## src/rtl/window5x5_gen.sv

```systemverilog
// 5x5 sliding-window generator for a raster-order pixel stream.
// Four line buffers hold the previous image lines. A 5x5 shift register
// gathers one new column per accepted pixel. A window is emitted only when
// it lies fully inside the image, so there is no padding.
module window5x5_gen #(
  parameter  int DATA_BITS = 8,
  parameter  int IMG_W     = 28,
  parameter  int IMG_H     = 28,
  localparam int ROW_W     = $clog2(IMG_H),
  localparam int COL_W     = $clog2(IMG_W)
) (
  input  logic                        clk,
  input  logic                        rst,
  input  logic                        pix_valid,
  input  logic signed [DATA_BITS-1:0] pix_in,
  output logic                        valid_out,
  output logic [25*DATA_BITS-1:0]     win,
  output logic [ROW_W-1:0]            win_row,
  output logic [COL_W-1:0]            win_col,
  output logic                        frame_done
);

  // Raster position of the next pixel to be accepted.
  logic [COL_W-1:0] col_q, col_d;
  logic [ROW_W-1:0] row_q, row_d;

  // Registered outputs and their next-state values.
  logic             valid_q, valid_d;
  logic             frame_done_q, frame_done_d;
  logic [ROW_W-1:0] win_row_q, win_row_d;
  logic [COL_W-1:0] win_col_q, win_col_d;

  // Data storage. lb_q[0] is the oldest line. win_q[r][c]: r=0 is the top row, c=0 is the left column.
  logic signed [DATA_BITS-1:0] lb_q  [4][IMG_W];
  logic signed [DATA_BITS-1:0] win_q [5][5];

  // A pixel presented while reset is high is discarded.
  logic accept_s;
  assign accept_s = pix_valid & ~rst;

  // Next-state logic for the position counters, window valid flag, window origin and frame-end pulse.
  always_comb begin
    col_d        = col_q;
    row_d        = row_q;
    valid_d      = 1'b0;
    frame_done_d = 1'b0;
    win_row_d    = win_row_q;
    win_col_d    = win_col_q;
    if (pix_valid) begin
      if (col_q == COL_W'(IMG_W - 1)) begin
        col_d = {COL_W{1'b0}};
        if (row_q == ROW_W'(IMG_H - 1)) begin
          row_d        = {ROW_W{1'b0}};
          frame_done_d = 1'b1;
        end else begin
          row_d = row_q + ROW_W'(1);
        end
      end else begin
        col_d = col_q + COL_W'(1);
      end
      // The col>=4 guard keeps windows from straddling two lines.
      // The row>=4 guard keeps the previous frame's lines out of the output.
      if ((row_q >= ROW_W'(4)) && (col_q >= COL_W'(4))) begin
        valid_d   = 1'b1;
        win_row_d = row_q - ROW_W'(4);
        win_col_d = col_q - COL_W'(4);
      end else begin
        valid_d = 1'b0;
      end
    end else begin
      valid_d = 1'b0;
    end
  end

  // Control state register with synchronous reset.
  always_ff @(posedge clk) begin
    if (rst) begin
      col_q        <= {COL_W{1'b0}};
      row_q        <= {ROW_W{1'b0}};
      valid_q      <= 1'b0;
      frame_done_q <= 1'b0;
      win_row_q    <= {ROW_W{1'b0}};
      win_col_q    <= {COL_W{1'b0}};
    end else begin
      col_q        <= col_d;
      row_q        <= row_d;
      valid_q      <= valid_d;
      frame_done_q <= frame_done_d;
      win_row_q    <= win_row_d;
      win_col_q    <= win_col_d;
    end
  end

  // Rotate one column of the line buffers: every line moves one step older and the new pixel becomes the newest.
  // Non-blocking assignment makes each read see the old content (read-before-write).
  always_ff @(posedge clk) begin
    if (accept_s) begin
      for (int k = 0; k < 3; k++) begin
        lb_q[k][col_q] <= lb_q[k+1][col_q];
      end
      lb_q[3][col_q] <= pix_in;
    end
  end

  // Shift the window one column left and load the new right-hand column.
  // The new column is four buffered lines plus the incoming pixel.
  always_ff @(posedge clk) begin
    if (accept_s) begin
      for (int r = 0; r < 5; r++) begin
        for (int c = 0; c < 4; c++) begin
          win_q[r][c] <= win_q[r][c+1];
        end
      end
      for (int r = 0; r < 4; r++) begin
        win_q[r][4] <= lb_q[r][col_q];
      end
      win_q[4][4] <= pix_in;
    end
  end

  // Flatten the window register onto the output bus, with p(r,c) at slot r*5+c.
  always_comb begin
    win = {(25*DATA_BITS){1'b0}};
    for (int r = 0; r < 5; r++) begin
      for (int c = 0; c < 5; c++) begin
        win[(r*5+c)*DATA_BITS +: DATA_BITS] = win_q[r][c];
      end
    end
  end

  assign valid_out  = valid_q;
  assign frame_done = frame_done_q;
  assign win_row    = win_row_q;
  assign win_col    = win_col_q;

endmodule

```

## config.mk

```make
export PLATFORM = sky130hd
export DESIGN_NAME = window5x5_gen
export DESIGN_NICKNAME = d
export VERILOG_FILES = /design/src/rtl/window5x5_gen.sv
export SDC_FILE = /design/constraint.sdc
export NUM_CORES = 1
export LEC_CHECK = 0
export CAP_MARGIN = 20
export CELL_PAD_IN_SITES_DETAIL_PLACEMENT = 1
export CELL_PAD_IN_SITES_GLOBAL_PLACEMENT = 2
export CORE_MARGIN = 5
export CORE_UTILIZATION = 51
export CTS_CLUSTER_DIAMETER = 150
export DETAILED_ROUTE_END_ITERATION = 16
export GPL_TIMING_DRIVEN = 0
export PLACE_DENSITY_LB_ADDON = 0.1
export RECOVER_POWER = 100
export SETUP_SLACK_MARGIN = 0.05
export SYNTH_ARGS = -nofsm -noshare
export SYNTH_HDL_FRONTEND = slang
export SYNTH_SLANG_ARGS = --single-unit
export TNS_END_PERCENT = 5
```

## constraint.sdc

```tcl
create_clock -name clk -period 25 [get_ports clk]
set_clock_uncertainty 0.1 [all_clocks]
set_input_delay 2.5 -clock clk [delete_from_list [all_inputs] [get_ports clk]]
set_output_delay 2.5 -clock clk [all_outputs]
set_load 0.02 [all_outputs]
```

==> metrics.md, run 1 <==
| Metric | Value |
|---|---|
| Status | `complete, but fails checks` |
| Failing checks | `max-capacitance violations, max-slew violations` |
| Max Freq | `104.6 MHz` |
| Number of antenna diodes | `0` |
| Sw Share | `0.2203` |
| Clock Power Share | `0.410` |
| GRT overflow | `0` |
| TritonCTS clock tree | `built` |
| Die ar. | `86,750 µm²` |
| Register Area | `33,350 µm²` |
| WP data arrival | `9720 ps` |
| Gates resized, CTS repair | `0` |
| Pwr dens | `83.77 nW/µm²` |
| Max_cap viols | `57` |
| Antenna violations before repair | `1` |
| EDFF count, synth | `1,096` |
| Root Buffer | `clkbuf_16` |
| Commonest cells after routing, fill and taps aside | `edfxtp_1, dlygate4sd3_1, mux2i_1` |
| Drt pass-1 iters | `7` |
| Largest net degree at the start of global routing | `39` |
| P_sw | `0.9006 mW` |
| Max clock buf depth | `3` |
| WL final | `113,800 µm` |
| Worst path required time | `25,150 ps` |
| RSZ-0062 raised after global routing | `false` |
| Detail Route Antenna Nets | `0` |
| # fillers | `6,814` |
| Via count | `21,160` |
| #FFs+latches synth | `1,118` |
| Clock Sink Count | `1,118` |
| Vias per cell | `6.090` |
| Die W | `294.5 µm` |
| Pins Over Slew Limit | `1,082` |
| CP endpoint kind | `register` |
| DP HPWL | `74,400 µm` |
| Placer congestion estimate | `0.7725` |
| I/O pins | `223` |
| Top FF cell, synth | `edfxtp_1` |
| Crit path time final | `9562 ps` |
| Most common cell after layout, fill and taps aside | `edfxtp_1` |
| Total GRT Usage | `0.2606` |
| Fraction of registers with async set/reset | `0` |
| Final setup TNS | `0 ps` |
| Setup bufs post-CTS | `0` |
| Count of final setup violators | `0` |
| Type of origin of the critical path | `input port` |
| Syn avg cell area | `21.51 µm²` |
| CP Class | `in -> reg` |
| H-tree depth | `3` |
| Post-Syn Instances | `1,920` |
| HP Class | `reg -> reg` |
| Share of power burned in registers | `0.522` |
| Synthesized area | `41,290 µm²` |
| Post-Syn Nets | `1,945` |
| Final Hold Vio Count | `0` |
| Logic pwr share | `0.067` |
| Residual DRC | `0` |
| Placed inst area | `46,380 µm²` |
| Die height | `294.5 µm` |
| Worst skew pair latency | `700 ps` |
| Share of cells above drive strength 1 | `0.1558` |
| Vias in the first global route | `22,130` |
| First-pass GRT wire length | `160,500 µm` |
| Number of port buffers | `220` |
| Yosys warns | `0` |
| IR Drop Worst-Case VDD | `0.06876 mV` |
| Worst rel slew slack | `-0.8055` |
| Net count, final | `2,347` |
| Drt wl/cell | `32.76 µm` |
| Clk pin slew, worst setup/hold paths | `60 ps` |
| Maximum fanout along the worst path | `38` |
| Register area share after synthesis | `0.8077` |
| LEAKAGE | `15.56 nW` |
| Area growth syn-to-layout | `18.16%` |
| Final std cell area, no fill | `48,790 µm²` |
| Num CTS Buffers | `113` |
| Final Cycle Share | `0.3825` |
| Actual slew at the worst max-slew pin | `2698 ps` |
| 1st-iter DRT viols | `2,267` |
| Design Power | `4.087 mW` |
| Core Region | `80,420 µm²` |
| Multi-input logic area | `7380 µm²` |
| Hold Buf Count CTS | `0` |
| Yosys cell types | `45` |
| Initial Util | `0.5135` |
| Placement Rows | `104` |
| Internal | `3.187 mW` |
-- metal layers --
layer  up-vias  GRT usage  share of wire
met1     11240     0.3548           0.39
met2       963     0.4318           0.49
met3       228    0.05335          0.082
met4         0    0.07925          0.035
met5         -          0              0
li1       8726          -              -
-- path summary, 6_finish.rpt --
| path | from | to | slack (ps) | depth (start not counted) |
|---|---|---|---|---|
| worst min register to register | win_q[0][28] | win_q[0][36] | 320 | 0 |
| worst max-delay path | pix_valid | win_q[0][29] | 15440 | 7 |
| worst max register to register | col_q[1] | lb_q[1][178] | 19040 | 8 |
| worst min-delay path | win_q[0][28] | win_q[0][36] | 320 | 0 |
-- registers in the layout, summed over array words and instances, names as in the netlist --
name,flops
lb_q,896
win_row,5
win_col,5
col_q,5
row_q,5
valid_out,1
frame_done,1
win_q,200
-- synth_stat cells, drive strengths merged, types with 7 or more instances --
cell	count	area (µm²)
a21oi	9	45.04
mux2i	191	1912
nand3	13	65.06
clkbuf	24	90.09
mux4	144	3243
nand2	58	217.7
inv	8	30.03
dfxtp	22	440.4
a211oi	7	72.57
buf	66	430.4
o22ai	58	362.9
nor2	84	325.3
ha	14	175.2
edfxtp	1096	32910
o2111ai	26	227.7
nand4	12	75.07
a22oi	36	270.3
-- worst max-delay path: stages --
cell and delay, ps:
clkbuf_1 350, inv_1 150, nor2_1 850, clkbuf_1 1380, clkbuf_1 1370, clkbuf_1 1510, clkbuf_1 1530
-- cell type report --
type                       count  area share
buffer                        90    0.009976
clock buffer                 135     0.06006
clock inverter                72     0.01562
inverter                       9   0.0006924
multi-input combinational    703      0.1513
sequential                  1118      0.6836
tap                         1060     0.02718
timing repair buffer         287     0.05162
-- cells by family (layout without fill, tap and decap cells) --
logic type | after synthesis | count (layout) | share of synthesized area
buffers and inverters | 99 | 593 | 0.01342
adder cells (fa/ha/maj) | 14 | 14 | 0.004242
AO/OA/AOI/OAI | 146 | 146 | 0.02533
multiplexers | 337 | 337 | 0.1254
XOR/XNOR | 6 | 6 | 0.001273
AND/OR/NAND/NOR | 200 | 200 | 0.02261
flip-flops | 1118 | 1118 | 0.8077
-- through the flow --
step | utilization | setup slack, ps | cells | hold WS (ps)
finish | 0.6067 | 15440 | 3474 | 323.0
global route | 0.6067 | 14640 | 3474 | 341.3
CTS | 0.6227 | 20180 | 3471 | 328.2
detailed placement | 0.5768 | 19440 | 3264 | 334.3
global placement | 0.5573 | 2567 | 3200 | 326.6
floorplan | - | 9964 | 1920 | 376.9
-- power by group through the flow --
stage / logic (mW) / clock network (mW) / registers (mW)
2_1_floorplan: 0.141 / 0 / 2.19
3_3_place_gp: 0.266 / 0 / 2.18
3_5_place_dp: 0.308 / 0 / 2.17
4_1_cts: 0.308 / 1.70 / 2.13
5_1_grt: 0.291 / 1.79 / 2.14
6_report: 0.275 / 1.68 / 2.13
Power figures use the tool's default switching activity.
==> run 2, diff against run 1 <==
Settings changed: CORE_UTILIZATION 51 to 42.
Clock period 25 ns to 8.1 ns, I/O delays scaled along.
==> run 2 against run 1 <==
  * The run still ends with max-capacitance violations, max-slew violations left
  * Clock-buffer cell count is 7 higher
  * Sequential cell count stayed put
  * Combinational power increased to 3.2 times the previous value
  * Sequential power increased to 3.1 times the previous value
  * Worst setup slack worse by 13000 ps
  * Sequential share of layout area is 1.2 points lower
  * Largest cell class unchanged
==> metrics.md, run 2 (synthesis results as in run 1) <==
| Metric | Value |
|---|---|
| Die height | `323.5 µm (+9.8%)` |
| Final hold slack | `335.9 ps (+12.90 ps)` |
| Num CTS Buffers | `117 (+3.5%)` |
| Maximum fanout along the worst path | `17 (-55%)` |
| Max Freq | `167.9 MHz` |
| Placement Rows | `115 (+11%)` |
| HP Class | `reg -> reg` |
| 1st-iter DRT viols | `2,055 (-9.4%)` |
| Largest net degree at the start of global routing | `37 (-5.1%)` |
| I/O pins | `223 (unchanged)` |
| RSZ-0062 raised after global routing | `false` |
| Detail Route Antenna Nets | `0 (unchanged)` |
| Setup bufs post-CTS | `0 (unchanged)` |
| Actual slew at the worst max-slew pin | `2361 ps (-336.8 ps)` |
| WP data arrival | `6250 ps (-3470 ps)` |
| Regs by FF count | `lb_q: 896 flops, win_q: 200 flops` |
| Most flops, register | `lb_q` |
| Worst skew pair latency | `710 ps (about the same)` |
| Status | `complete, but fails checks` |
| Worst Hold Launch | `win_q[0][17]` |
| Root Buffer | `clkbuf_16` |
| CP Class | `reg -> reg` |
| TritonCTS clock tree | `built` |
| Area growth syn-to-layout | `20.24%` |
| Worst path required time | `8400 ps (-16,750 ps)` |
| Type of origin of the critical path | `register` |
| Slowest CP cell | `nor2_1` |
| Total GRT Usage | `0.2221 (-0.03848)` |
| LEAKAGE | `15.77 nW (+1.4%)` |
| DP HPWL | `76,320 µm (+2.6%)` |
| Residual DRC | `0 (unchanged)` |
| Failing checks | `max-capacitance violations, max-slew violations` |
| Most common cell after layout, fill and taps aside | `edfxtp_1` |
| Drt wl/cell | `31.60 µm (-3.5%)` |
| Gates resized, CTS repair | `0 (unchanged)` |
| Delay-heaviest family, CP | `buffers and inverters` |
| Pwr dens | `255.3 nW/µm² (+200%)` |
| Drt pass-1 iters | `5 (-2)` |
| Max reg flops | `896 (unchanged)` |
| Initial Util | `0.4214 (-0.09207)` |
| Design Power | `12.67 mW (+210%)` |
| CP endpoint kind | `register` |
| H-tree depth | `3 (unchanged)` |
| Vias in the first global route | `21,950 (-0.81%)` |
| Final Hold Vio Count | `0 (unchanged)` |
| Hold Buf Count CTS | `0 (unchanged)` |
| Clock Sink Count | `1,118 (unchanged)` |
| Commonest cells after routing, fill and taps aside | `edfxtp_1, dlygate4sd3_1, mux2i_1` |
| Die ar. | `104,700 µm² (+21%)` |
| Buffers & Inverters on Critical Path | `5 (-1)` |
| Crit Reg-Reg Startpoint | `col_q[1]` |
| Top cell by count, worst path | `clkbuf_1` |
| Placer congestion estimate | `0.7586 (-1.8%)` |
| Antenna violations before repair | `2 (+1)` |
| Share of cells above drive strength 1 | `0.1643 (+0.008513)` |
| First-pass GRT wire length | `163,400 µm (+1.8%)` |
| WL final | `117,700 µm (+3.4%)` |
| Max clock buf depth | `3 (unchanged)` |
| Count of final setup violators | `0 (unchanged)` |
| Worst rel slew slack | `-0.5801 (+0.2254)` |
| IR Drop Worst-Case VDD | `0.1680 mV (+140%)` |
| Core Region | `97,990 µm² (+22%)` |
| Critical Path Source | `col_q[1]` |
| Final Cycle Share | `0.7353` |
| Die W | `323.5 µm (+9.8%)` |
| Crit-path cells | `clkbuf_1 -> clkbuf_1 -> inv_1 -> clkbuf_1 -> ha_1 -> nand2_1 -> nor2_1 -> buf_12` |
| CP max stage delay | `1760 ps (+230 ps)` |
| Max_cap viols | `24 (-58%)` |
| Vias per cell | `5.683 (-6.7%)` |
| Pins Over Slew Limit | `428 (-60%)` |
| GRT overflow | `0 (unchanged)` |
| Final setup TNS | `0 ps (unchanged)` |
| Net count, final | `2,360 (+0.55%)` |
| Number of port buffers | `220 (unchanged)` |
| Crit path time final | `5956 ps` |
| Via count | `21,170 (+0.047%)` |
| Clk pin slew, worst setup/hold paths | `60 ps (about the same)` |
-- run 2: cell count changes in the layout (fill, tap and decap cells not counted), sizes merged --
| cell | delta |
|---|---|
| clkinv | +9 |
| bufinv | -3 |
| clkinvlp | -1 |
| diode | +2 |
| buf | +24 |
| clkbuf | -8 |
-- run 2: final timing paths --
| path | end | slack (ps) | cells past startpoint |
|---|---|---|---|
| worst max-delay path | lb_q[1][58] | 2140 | 8 |
| worst min-delay path | win_q[0][25] | 340 | 0 |
| worst max register to register | lb_q[1][58] | 2140 | 8 |
| worst min register to register | win_q[0][25] | 340 | 0 |
-- run 2: worst register-to-register path, cell delays in order (launching register included) --
cell and delay, ps:
dfxtp_1 330, clkbuf_1 240, clkbuf_1 490, inv_1 610, clkbuf_1 1110, ha_1 430
nand2_1 280, nor2_1 1760, buf_12 280
-- run 2: final cells by class --
type / count / area [µm²]
antenna: 2 / 5.005
timing repair buffer: 296 / 3052
buffer: 90 / 465.4
fill: 8660 / 48340
clock buffer: 142 / 3043
clock inverter: 77 / 666.9
inverter: 9 / 33.78
multi-input combinational: 703 / 7418
sequential: 1118 / 33350
tap: 1287 / 1610
-- run 2: power by group --
part	internal, mW	total (mW)	switching [mW]
sequential	6.56	6.58	0.0239
combinational	0.284	0.870	0.585
clock	2.98	5.22	2.24
-- run 2: metal layers --
metal	wire (µm)	track usage
met1	49800	0.3079
met2	57180	0.3666
met5	13	0
met3	7645	0.04049
met4	3025	0.06188
-- run 2: per-stage QoR --
stage                 util  setup slack, ps  area (µm²)  std cells
global placement    0.4604            -3223       45110       3427
floorplan                -             1380       41300       1920
CTS                 0.5161             3951       50570       3718
global route        0.5066             1990       49640       3722
finish              0.5067             2144       49650       3724
detailed placement  0.4782             3939       46860       3499
==> run 3, diff against run 2 <==
Settings changed: CORE_UTILIZATION 42 to 47.
Clock period 8.1 ns to 5.5 ns, I/O delays scaled along.
==> run 3 against run 2 <==
  * The flow still finishes with violations (max-capacitance violations, max-slew violations)
  * Sequential cell count unchanged
  * Register-to-register slack got worse by 1300 ps
  * Worst hold slack lost 270 ps
  * Critical endpoint is now lb_q[0][189]
==> metrics.md, run 3 (synthesis results as in run 1) <==
| Metric | Value |
|---|---|
| Type of origin of the critical path | `register` |
| CP max stage delay | `960 ps (-800 ps)` |
| Max Freq | `212.7 MHz (+27%)` |
| Clock Power Share | `0.418 (+0.006)` |
| Total GRT Usage | `0.2425 (+0.02040)` |
| Detail Route Antenna Nets | `0 (unchanged)` |
| Worst skew pair latency | `690 ps (-20 ps)` |
| Root Buffer | `clkbuf_16` |
| Final std cell area, no fill | `49,960 µm² (+0.62%)` |
| Gr busiest metal | `met2` |
| Placement Rows | `108 (-6.1%)` |
| CP Class | `reg -> reg` |
| Worst path required time | `5780 ps (-2620 ps)` |
| Share of cells above drive strength 1 | `0.1893 (+0.02499)` |
| Largest net degree at the start of global routing | `37 (unchanged)` |
| Hold depth | `3 (+3)` |
| Critical Path Source | `col_q[1]` |
| IR Drop Worst-Case VDD | `0.3749 mV (+120%)` |
| Drt wl/cell | `32.16 µm (+1.8%)` |
| Routing usage on met2 | `0.4098 (+0.04321)` |
| Hold path endpoint | `col_q[1]` |
| Sw Share | `0.2175 (-0.006995)` |
| Count of final setup violators | `0 (unchanged)` |
| Commonest cells after routing, fill and taps aside | `edfxtp_1, dlygate4sd3_1, mux2i_1` |
| Residual DRC | `0 (unchanged)` |
| WP data arrival | `4980 ps (-1270 ps)` |
| I/O pins | `223 (unchanged)` |
| H-tree depth | `3 (unchanged)` |
| Vias in the first global route | `22,110 (+0.70%)` |
| RR Endpoint | `lb_q[0][189]` |
| 1st-iter DRT viols | `2,032 (-1.1%)` |
| Maximum fanout along the worst path | `17 (unchanged)` |
| WL final | `115,000 µm (-2.3%)` |
| Failing checks | `max-capacitance violations, max-slew violations` |
| Drt pass-1 iters | `5 (unchanged)` |
| Reg2Reg Setup Slack | `800 ps (-1350 ps)` |
| Most flops, register | `lb_q` |
| Clk pin slew, worst setup/hold paths | `60 ps (about the same)` |
| Area growth syn-to-layout | `20.98%` |
| Max clock buf depth | `3 (unchanged)` |
| LEAKAGE | `15.98 nW (+1.3%)` |
| Core Region | `87,020 µm² (-11%)` |
| Die W | `306.4 µm (-5.3%)` |
| Initial Util | `0.4745 (+0.05309)` |
| Clock Sink Count | `1,118 (unchanged)` |
| Die ar. | `93,880 µm² (-10%)` |
| Final Cycle Share | `0.8549 (+0.1196)` |
| Worst Hold Launch | `pix_valid` |
| DP HPWL | `74,520 µm (-2.3%)` |
| Actual slew at the worst max-slew pin | `1901 ps (-460.2 ps)` |
| Most common cell after layout, fill and taps aside | `edfxtp_1` |
| Crit path time final | `4702 ps (-1254 ps)` |
| TritonCTS clock tree | `built` |
| Worst rel slew slack | `-0.2675 (+0.3126)` |
| Internal | `14.79 mW (+50%)` |
| Worst-case reg-to-reg path depth | `8 (unchanged)` |
| Met3 global-route usage | `0.05308 (+0.01259)` |
| Num CTS Buffers | `117 (unchanged)` |
| RSZ-0062 raised after global routing | `false` |
| Final Hold Vio Count | `0 (unchanged)` |
| GRT overflow | `0 (unchanged)` |
| Share of power burned in registers | `0.513 (-0.007)` |
| Vias per cell | `5.835 (+2.7%)` |
| Crit Reg-Reg Startpoint | `col_q[1]` |
| Utilization after layout | `0.5740 (+0.06739)` |
| First-pass GRT wire length | `162,000 µm (-0.88%)` |
| Number of port buffers | `220 (unchanged)` |
| Met1 GRT Util | `0.3243 (+0.01649)` |
| Via count | `20,870 (-1.4%)` |
| Logic pwr share | `0.069 (about the same)` |
| Top cell by count, worst path | `clkbuf_1` |
| Setup bufs post-CTS | `0 (unchanged)` |
| Placer congestion estimate | `0.7710 (+1.6%)` |
| Slowest CP cell | `nor2_4` |
| Antenna violations before repair | `0 (-2)` |
| HP Class | `in -> reg` |
| Crit-path cells | `clkbuf_1 -> buf_2 -> inv_2 -> clkbuf_1 -> ha_1 -> nand2_1 -> nor2_4 -> buf_12` |
| CP endpoint kind | `register` |
| Die height | `306.4 µm (-5.3%)` |
| Pwr dens | `378.3 nW/µm² (+48%)` |
| Pins Over Slew Limit | `152 (-64%)` |
| P_sw | `4.111 mW (+44%)` |
| Net count, final | `2,348 (-0.51%)` |
| Regs by FF count | `lb_q: 896 flops, win_q: 200 flops` |
| Max reg flops | `896 (unchanged)` |
| Placed inst area | `46,390 µm² (-1.0%)` |
| Max_cap viols | `8 (-67%)` |
| Status | `complete, but fails checks` |
run 3: cell types whose count changed in the layout (fill, tap and decap cells not counted), sizes merged:
cell         change
clkinv          -12
bufinv           +5
dlygate4sd3      +1
clkbuf          -35
diode            -1
buf             +27
clkinvlp         -1
run 3: stage by stage:
step | std cells | setup TNS [ps] | power (mW) | hold slack [ps] | setup WS [ps]
2_1_floorplan | 1920 | -585270 | 10.61 | 376.9 | -705.8
3_3_place_gp | 3295 | -3263280 | 11.13 | 325.7 | -3936
3_5_place_dp | 3354 | 0 | 11.25 | 332.6 | 1395
4_1_cts | 3571 | 0 | 19.13 | 28.75 | 1365
5_1_grt | 3575 | 0 | 19.52 | 59.50 | 693.9
6_report | 3576 | 0 | 18.90 | 66.42 | 798.2
run 3: final cells by class:
cell class / count / area [µm²]
fillers: 7448 / 37070
clock inverters: 69 / 733.2
well taps: 1155 / 1445
diodes: 1 / 2.502
clock buffers: 147 / 3104
repair buffers: 284 / 3182
multi-input cells: 703 / 7582
plain buffers: 90 / 520.5
flip-flops and latches: 1118 / 33350
inverters: 9 / 33.78
run 3: how the worst max path moves through the flow:
| stage | cells after the start | slack [ps] | endpoint |
|---|---|---|---|
| floorplan | 4 | -710 | lb_q[0][100] |
| global placement | 5 | -3940 | lb_q[0][22] |
| detailed placement | 6 | 1400 | lb_q[0][183] |
| CTS | 7 | 1370 | lb_q[2][63] |
| global route | 8 | 690 | lb_q[0][184] |
| finish | 8 | 800 | lb_q[0][189] |
run 3: per-layer routing:
metal  up-vias  routed length, µm  share of wire
met5         -                  0              0
met4         0               2968          0.026
met3       185               8428          0.073
met2       835              57450           0.50
met1     11090              46160           0.40
li1       8756                  -              -
run 3: repair_timing:
| action | CTS | global route |
|---|---|---|
| hold buffers | 1 | 0 |
| setup endpoints to repair | 0 | 0 |
| gates resized for setup | 0 | 0 |
| endpoints found under the hold margin | 7 | 0 |
run 3: worst max-delay path, delay by kind of cell (launching register included):
kind	cells	cell delay [ps]
adders and majority gates	1	350
buffers and inverters	5	2160
DFF	1	330
and+or+nand+nor	2	1360
run 3: power groups by stage:
stage	Clock [mW]	Combinational, mW	Sequential (mW)
floorplan	0	0.647	9.96
global placement	0	1.22	9.91
detailed placement	0	1.38	9.87
CTS	8.05	1.39	9.69
global route	8.45	1.38	9.70
finish	7.90	1.31	9.69
